### src/rtl/cam_types.sv
// Shared key/value types for the CAM request queue and its CAM port.
package cam_types;

  typedef logic [7:0] key_t;
  typedef logic [7:0] val_t;

endpackage

### src/rtl/cam_req_queue.sv
// In-order request FIFO in front of a CAM. Writes issue one per cycle; a read
// blocks further issue until its response has been handed downstream.
module cam_req_queue
  import cam_types::*;
#(
  parameter int unsigned DEPTH = 4
) (
  input  logic clk_i,
  input  logic reset_i,
  // upstream requests
  input  logic req_valid_i,
  output logic req_ready_o,
  input  logic req_rw_n_i,
  input  key_t req_key_i,
  input  val_t req_val_i,
  // CAM command / return
  output logic cam_valid_o,
  output logic cam_rw_n_o,
  output key_t cam_key_o,
  output val_t cam_val_o,
  input  val_t cam_val_i,
  input  logic cam_valid_i,
  // downstream read response
  output logic rsp_valid_o,
  input  logic rsp_ready_i,
  output logic rsp_hit_o,
  output val_t rsp_val_o
);

  localparam int unsigned PtrW = (DEPTH > 1) ? $clog2(DEPTH) : 1;
  localparam int unsigned CntW = PtrW + 1;
  localparam logic [CntW-1:0] FullCnt = CntW'(DEPTH);

  typedef struct packed {
    logic rw_n;
    key_t key;
    val_t val;
  } entry_t;

  typedef enum logic [1:0] {
    StIdle,
    StWaitRsp,
    StHoldRsp
  } state_e;

  entry_t          mem_q [DEPTH];
  entry_t          mem_d [DEPTH];
  logic [PtrW-1:0] wr_ptr_q, wr_ptr_d;
  logic [PtrW-1:0] rd_ptr_q, rd_ptr_d;
  logic [CntW-1:0] count_q, count_d;
  state_e          state_q, state_d;
  logic            rsp_hit_q, rsp_hit_d;
  val_t            rsp_val_q, rsp_val_d;

  logic   push;
  logic   pop;
  entry_t head;

  assign head = mem_q[rd_ptr_q];

  // Ready depends only on the registered count, so a simultaneous pop never frees a slot.
  assign req_ready_o = (count_q != FullCnt) & ~reset_i;
  assign push        = req_valid_i & req_ready_o;
  // Issue only from stored entries: nothing pushed this cycle can be popped this cycle.
  assign pop         = (state_q == StIdle) & (count_q != '0) & ~reset_i;

  // FIFO next-state: storage, pointers and occupancy.
  always_comb begin
    mem_d    = mem_q;
    wr_ptr_d = wr_ptr_q;
    rd_ptr_d = rd_ptr_q;
    count_d  = count_q;
    if (push) begin
      mem_d[wr_ptr_q] = '{rw_n: req_rw_n_i, key: req_key_i, val: req_val_i};
      wr_ptr_d        = wr_ptr_q + 1'b1;
    end
    if (pop) begin
      rd_ptr_d = rd_ptr_q + 1'b1;
    end
    case ({push, pop})
      2'b10:   count_d = count_q + 1'b1;
      2'b01:   count_d = count_q - 1'b1;
      default: count_d = count_q;
    endcase
  end

  // FSM next-state and response capture.
  always_comb begin
    state_d   = state_q;
    rsp_hit_d = rsp_hit_q;
    rsp_val_d = rsp_val_q;
    case (state_q)
      StIdle: begin
        if (pop && head.rw_n) begin
          state_d = StWaitRsp;
        end
      end
      StWaitRsp: begin
        rsp_hit_d = cam_valid_i;
        rsp_val_d = cam_valid_i ? cam_val_i : '0;
        state_d   = StHoldRsp;
      end
      StHoldRsp: begin
        if (rsp_ready_i) begin
          state_d = StIdle;
        end
      end
      default: state_d = StIdle;
    endcase
  end

  // Outputs: command fields zero unless strobing; everything forced low during reset.
  always_comb begin
    cam_valid_o = 1'b0;
    cam_rw_n_o  = 1'b0;
    cam_key_o   = '0;
    cam_val_o   = '0;
    rsp_valid_o = 1'b0;
    rsp_hit_o   = 1'b0;
    rsp_val_o   = '0;
    if (pop) begin
      cam_valid_o = 1'b1;
      cam_rw_n_o  = head.rw_n;
      cam_key_o   = head.key;
      cam_val_o   = head.val;
    end
    if ((state_q == StHoldRsp) && !reset_i) begin
      rsp_valid_o = 1'b1;
      rsp_hit_o   = rsp_hit_q;
      rsp_val_o   = rsp_val_q;
    end
  end

  // Control state with synchronous reset; a reset drops queued entries and held responses.
  always_ff @(posedge clk_i) begin
    if (reset_i) begin
      wr_ptr_q  <= '0;
      rd_ptr_q  <= '0;
      count_q   <= '0;
      state_q   <= StIdle;
      rsp_hit_q <= 1'b0;
      rsp_val_q <= '0;
    end else begin
      wr_ptr_q  <= wr_ptr_d;
      rd_ptr_q  <= rd_ptr_d;
      count_q   <= count_d;
      state_q   <= state_d;
      rsp_hit_q <= rsp_hit_d;
      rsp_val_q <= rsp_val_d;
    end
  end

  // Entry storage; contents are only observed when count marks them valid.
  always_ff @(posedge clk_i) begin
    mem_q <= mem_d;
  end

endmodule
### config.mk
export PLATFORM = sky130hd
export DESIGN_NAME = cam_req_queue
export DESIGN_NICKNAME = d
export VERILOG_FILES = /design/src/rtl/cam_types.sv /design/src/rtl/cam_req_queue.sv
export SDC_FILE = /design/constraint.sdc
export NUM_CORES = 1
export LEC_CHECK = 0
export BUFFER_PORTS_ARGS = -buffer_cell sky130_fd_sc_hd__buf_2
export CORE_MARGIN = 5
export CORE_UTILIZATION = 55
export DETAILED_ROUTE_END_ITERATION = 8
export GPL_ROUTABILITY_DRIVEN = 1
export PLACE_DENSITY = 0.78
export SLEW_MARGIN = 0
export SYNTH_ARGS = -nofsm -noshare
export SYNTH_HDL_FRONTEND = slang
export SYNTH_SLANG_ARGS = --single-unit
### constraint.sdc
create_clock -name clk_i -period 3.5 [get_ports clk_i]
set_input_delay 0.35 -clock clk_i [delete_from_list [all_inputs] [get_ports clk_i]]
set_output_delay 0.35 -clock clk_i [all_outputs]
set_load 0.05 [all_outputs]
==> results_dict.tcl, run 1 <==
set metrics [dict create \
    cp_cell_sequence "buf_4, mux4_2, nor2b_2, buf_2" \
    slowest_delay_ns 0.55 \
    dp_cells 341 \
    drtAntennaViolNets 0 \
    cts_tree "done" \
    syn-cell-area_um2 3500 \
    maxSlewViolCount 0 \
    setup.worst_path.start "rd_ptr_q[0]$_SDFFE_PP0P_" \
    die-area_um2 8050 \
    r2r-start "state_q[1]$_SDFFE_PP0P_" \
    p_int_mw 1.92 \
    final.period_utilization_pct 71.5 \
    syn_inst 216 \
    critical_path.max_fanout 15 \
    critical_path.slowest_cell "mux4_2" \
    crit_path_end_kind "output port" \
    net-switching-power_uw 854 \
    grt_pass1_vias 1980 \
    antenna_found_initial 0 \
    crit_arrival_ns 2.15 \
    dpl-instance-area_um2 3820 \
    dr.pass1.iters 5 \
    fin_nets 311 \
    io_buffer_count 58 \
    max_freq_mhz 400 \
    power_density_nw_per_um2 682 \
    power_mw 2.77 \
    detail_route.iter0.violations 103 \
    p_leak_nw 1.47 \
    start_util_pct 55.7 \
    finalSetupViolCount 0 \
    die_y_um 89.7 \
    htree_levels 3 \
    yosys.area.top_type "edfxtp_1" \
    reg2reg_slack_ns 1.04 \
    cpLargestDelayFamily "buffers and inverters" \
    io_pins 59 \
    utilization_pct 64.7 \
    comb_power_share_pct 25.5 \
    grt-ovfl-total 0 \
    maxCapViolCount 0 \
    wl_per_cell_um 17.4 \
    hold_buffers 0 \
    areaGrowthSynthToFinish_pct 16.2 \
    grt_max_degree 22 \
    synth_seq_cells 86 \
    drive_gt1_share_pct 35.7 \
    cts.clk_slew.worst_paths_ns 0.08 \
    layout_setup_ws_ns 0.999 \
    rsz0062_at_grt "no" \
    clockBufferDepth 2 \
    routed_wirelength_um 6200 \
    worstMarginPinSlew_ns 0.928 \
    setup_tns_ns 0 \
    p_clk_share_pct 29.5 \
    synth_cell_types 32 \
    post-place-ws_ns 0.951 \
    p_sw_share_pct 30.8 \
    start_kind "flip-flop" \
    core-area_um2 6280 \
    period_minus_slack_ns 2.50 \
    die_w_um 89.7 \
    synthesis.nets 252 \
    cp.required_ns 3.15 \
    hpwl_um 4000 \
    r2r_end "count_q[2]$_SDFFE_PP0P_" \
    endpoint "cam_rw_n_o" \
    numCtsBuffers 9 \
    hold_viol_final 0 \
    synth_area_leaders "edfxtp_1 (58%), mux4_2 (11%), dfxtp_1 (10%), nor2b_1 (3.0%), and2_1 (2.3%)" \
    final_cell_area_um2 4060 \
    crit_cells 4 \
    antenna_cells 0 \
    maxSlewHeadroom_pct 38.2 \
    viasPerCell 5.34 \
    ys_seq_area_share_pct 68.7 \
    ctsResizeCount 0 \
    crit_type "flip-flop to output port" \
    cts-root-buf "clkbuf_8" \
    numClockSinks 86 \
    hold_slack_ns 0.217 \
    vias 1907 \
    syn_area_per_cell_um2 16.2 \
    peakVddDrop_uv 415 \
    gp_congestion 0.698 \
    min-delay-start "req_key_i[1]" \
    yosysWarningCount 0 \
    p_seq_share_pct 45.0 \
    worstSkewPairLatency_ns 0.34 \
    drc 0 \
    placementRows 29 \
    synth_top_area_share_pct 58.4 \
    critPathBufInv 2 \
    postCtsSetupBuffers 0 \
    skew_ns 0.00938 \
    stdcell_count 357 \
    hold_class "primary input to flip-flop" \
    grt_pass1_wl_um 10200 \
    grtUsageTotal_pct 16.4 \
    outcome "finished clean" \
    r2r_cells 9 \
]
[cell type report]
cell class                      count  area (um^2)
Fill cell                         457         2210
Clock buffer                       11          131
Multi-Input combinational cell    111          998
Clock inverter                      5          106
Tap cell                           77         96.3
Inverter                            8         30.0
Timing Repair Buffer               59          298
Sequential cell                    86         2400
[placed cells by master (no fill, tap or decap)]
cell type   count
edfxtp_1       68
buf_2          58
dfxtp_1        18
mux4_2         17
nor2b_1        17
and2_1         13
a21oi_1        12
nand2_1        11
clkbuf_8        9
inv_1           8
nand3_1         8
nor2_1          6
ha_1            5
nor2b_2         3
bufinv_16       3
nor3b_1         2
nor3b_2         2
xor2_1          2
mux2_2          2
clkbuf_1        2
nor3_1          1
or2_1           1
or3_4           1
mux2i_1         1
o211ai_1        1
o21ai_2         1
nand2b_1        1
o21ai_0         1
or3_1           1
or3b_2          1
fa_1            1
clkinvlp_4      1
inv_6           1
buf_4           1
[per-layer routing]
metal	global-route usage, %	routed length [um]
met2	26.2	3080
met3	5.01	526
met4	6.05	84
met5	0	0
met1	21.3	2510
[cells in the mapped netlist (all sizes together)]
cell type  count
nor2           6
nand2         11
o211ai         1
inv            8
nand2b         1
or3b           1
mux2           2
buf            8
xor2           2
nor3           1
and2          13
fa             1
nor2b         20
edfxtp        68
nand3          8
ha             5
dfxtp         18
mux2i          1
mux4          17
or2            1
clkbuf         3
a21oi         12
o21ai          2
nor3b          4
or3            2
[power by group through the flow]
| stage | Sequential [mW] | Combinational, mW | Clock, mW |
|---|---|---|---|
| after floorplan | 1.23 | 0.606 | 0 |
| after global routing | 1.26 | 0.767 | 0.886 |
| after detailed placement | 1.27 | 0.716 | 0 |
| final | 1.25 | 0.707 | 0.817 |
| after global placement | 1.26 | 0.705 | 0 |
| after CTS | 1.25 | 0.720 | 0.835 |
[cell families after synthesis]
group,synth area share [%]
adder cells (fa/ha/maj),2.36
flip-flops,68.7
AND/OR/NAND/NOR,11.5
XOR/XNOR,0.501
multiplexers,11.9
AO/OA/AOI/OAI,2.33
buffers and inverters,2.72
[flip-flops by register name, summed over array words and instances, names as in the netlist]
| register | flops |
|---|---|
| mem_q | 68 |
| state_q | 2 |
| rsp_hit_q | 1 |
| wr_ptr_q | 2 |
| rd_ptr_q | 2 |
| rsp_val_q | 8 |
| count_q | 3 |
[how the worst min path moves through the flow]
| stage | end | slack [ns] | cells past startpoint |
|---|---|---|---|
| 2_1_floorplan | rsp_val_q[0]$_SDFFE_PP0N_ | 0.43 | 2 |
| 3_3_place_gp | rsp_val_q[3]$_SDFFE_PP0N_ | 0.44 | 2 |
| 3_5_place_dp | rsp_val_q[5]$_SDFFE_PP0N_ | 0.44 | 2 |
| 4_1_cts | mem_q[52]$_DFFE_PP_ | 0.21 | 1 |
| 5_1_grt | mem_q[52]$_DFFE_PP_ | 0.20 | 1 |
| 6_report | mem_q[60]$_DFFE_PP_ | 0.22 | 1 |
No activity file was read; power rests on OpenSTA's default activity.
==> run 2: changes to the inputs <==
==> constraint.sdc (replaced) <==
create_clock -name clk_i -period 2.6 [get_ports clk_i]
set_input_delay 0.26 -clock clk_i [delete_from_list [all_inputs] [get_ports clk_i]]
set_output_delay 0.26 -clock clk_i [all_outputs]
set_load 0.05 [all_outputs]
==> results_dict.tcl, run 2 (synthesis gave the netlist of run 1 again) <==
set metrics [dict create \
    comb_power_share_pct 28.1 \
    net-switching-power_mw 1.18 \
    postCtsSetupBuffers 0 \
    io_pins 59 \
    drc 0 \
    drtAntennaViolNets 0 \
    reg_top3 "mem_q (68), rsp_val_q (8), count_q (3)" \
    grt_pass1_vias 2048 \
    placementRows 29 \
    peakVddDrop_uv 506 \
    mostFrequentLayoutCells "edfxtp_1 (68), buf_2 (58), dfxtp_1 (18), mux4_2 (17), nor2b_1 (17)" \
    htree_levels 3 \
    cts-root-buf "clkbuf_8" \
    p_leak_nw 1.50 \
    maxSlewHeadroom_pct 62.5 \
    die-area_um2 8050 \
    power_mw 3.60 \
    largest-register "mem_q" \
    p_clk_share_pct 25.9 \
    skew_ns 0.00466 \
    io_buffer_count 58 \
    cts_tree "done" \
    hold_buffers 0 \
    post-place-ws_ns 0.291 \
    grt-ovfl-total 0 \
    crit_path_end_kind "flip-flop" \
    start_util_pct 55.7 \
    detail_route.iter0.violations 70 \
    outcome "finished clean" \
    p_sw_share_pct 32.8 \
    numCtsBuffers 9 \
    layout_setup_ws_ns 0.262 \
    vias 1906 \
    final.period_utilization_pct 89.9 \
    areaGrowthSynthToFinish_pct 17.6 \
    power_density_nw_per_um2 876 \
    grtUsageTotal_pct 15.8 \
    antenna_found_initial 0 \
    grt_pass1_wl_um 9940 \
    antenna_cells 0 \
    die_y_um 89.7 \
    wl_per_cell_um 16.0 \
    maxSlewViolCount 0 \
    finalSetupViolCount 0 \
    drive_gt1_share_pct 38.2 \
    routed_wirelength_um 5850 \
    hpwl_um 4070 \
    critical_path.max_fanout 5 \
    viasPerCell 5.22 \
    largest_reg_flops 68 \
    cts.clk_slew.worst_paths_ns 0.09 \
    start_kind "flip-flop" \
    worstMarginPinSlew_ns 0.562 \
    rsz0062_at_grt "no" \
    grt_max_degree 21 \
    crit_arrival_ns 2.62 \
    hold_viol_final 0 \
    setup_tns_ns 0 \
    die_w_um 89.7 \
    max_freq_mhz 428 \
    period_minus_slack_ns 2.34 \
    p_seq_share_pct 46.0 \
    p_int_mw 2.42 \
    fin_nets 319 \
    core-area_um2 6280 \
    hold_class "primary input to flip-flop" \
    dr.pass1.iters 4 \
    final_common_cell "edfxtp_1" \
    gp_congestion 0.780 \
    maxCapViolCount 0 \
    ctsResizeCount 0 \
    crit_type "flip-flop to flip-flop" \
    numClockSinks 86 \
    clockBufferDepth 2 \
    cp.required_ns 2.88 \
    worstSkewPairLatency_ns 0.35 \
]
run 2: cell count changes in the layout (fill, tap and decap cells not counted), sizes merged:
| cell | delta |
|---|---|
| clkinvlp | +1 |
| bufinv | -2 |
| clkbuf | -1 |
| buf | +8 |
| clkinv | +3 |
| inv | -1 |
run 2: final cells by class:
type | count | area (um^2)
multi-input cells | 111 | 998
repair buffers | 67 | 383
clock buffers | 10 | 128
fillers | 467 | 2160
clock inverters | 6 | 71.3
flip-flops and latches | 86 | 2400
inverters | 8 | 33.8
well taps | 77 | 96.3
run 2: final timing paths:
path | startpoint | end | slack [ns] | depth (start not counted)
max | state_q[1]$_SDFFE_PP0P_ | count_q[2]$_SDFFE_PP0P_ | 0.26 | 9
min | req_key_i[2] | mem_q[10]$_DFFE_PP_ | 0.12 | 1
max reg2reg | state_q[1]$_SDFFE_PP0P_ | count_q[2]$_SDFFE_PP0P_ | 0.26 | 9
min reg2reg | rsp_val_q[0]$_SDFFE_PP0N_ | rsp_val_q[0]$_SDFFE_PP0N_ | 0.45 | 2
run 2: metal layers:
metal / up-vias / part of all wire [%] / GRT usage (%)
li1: 932 / - / -
met1: 910 / 43 / 19.4
met2: 55 / 49 / 25.6
met3: 9 / 7.3 / 5.76
met4: 0 / 1.3 / 5.67
met5: - / 0 / 0
run 2: worst max-delay path, cell delays in order, from the launching register on:
cell        delay (ns)
dfxtp_1           0.34
or2_1             0.26
or3_4             0.35
clkinvlp_4        0.08
ha_1              0.18
inv_1             0.06
fa_1              0.38
xor2_1            0.16
or3_1             0.31
a21oi_1           0.15
run 2: power groups by stage:
stage	Clock (mW)	Combinational [mW]	Sequential [mW]
global placement	0	1.01	1.68
finish	0.932	1.01	1.66
CTS	0.955	1.03	1.66
detailed placement	0	1.03	1.69
global route	1.02	1.10	1.67
floorplan	0	0.821	1.66
run 2: through the flow:
stage	util, %	instances	hold WS, ns	cell area, um^2
global route	65.5	365	0.0967	4110
global placement	62.3	349	0.434	3910
floorplan	-	216	0.359	3500
finish	65.5	365	0.117	4110
detailed placement	62.3	349	0.439	3910
CTS	65.5	365	0.101	4110
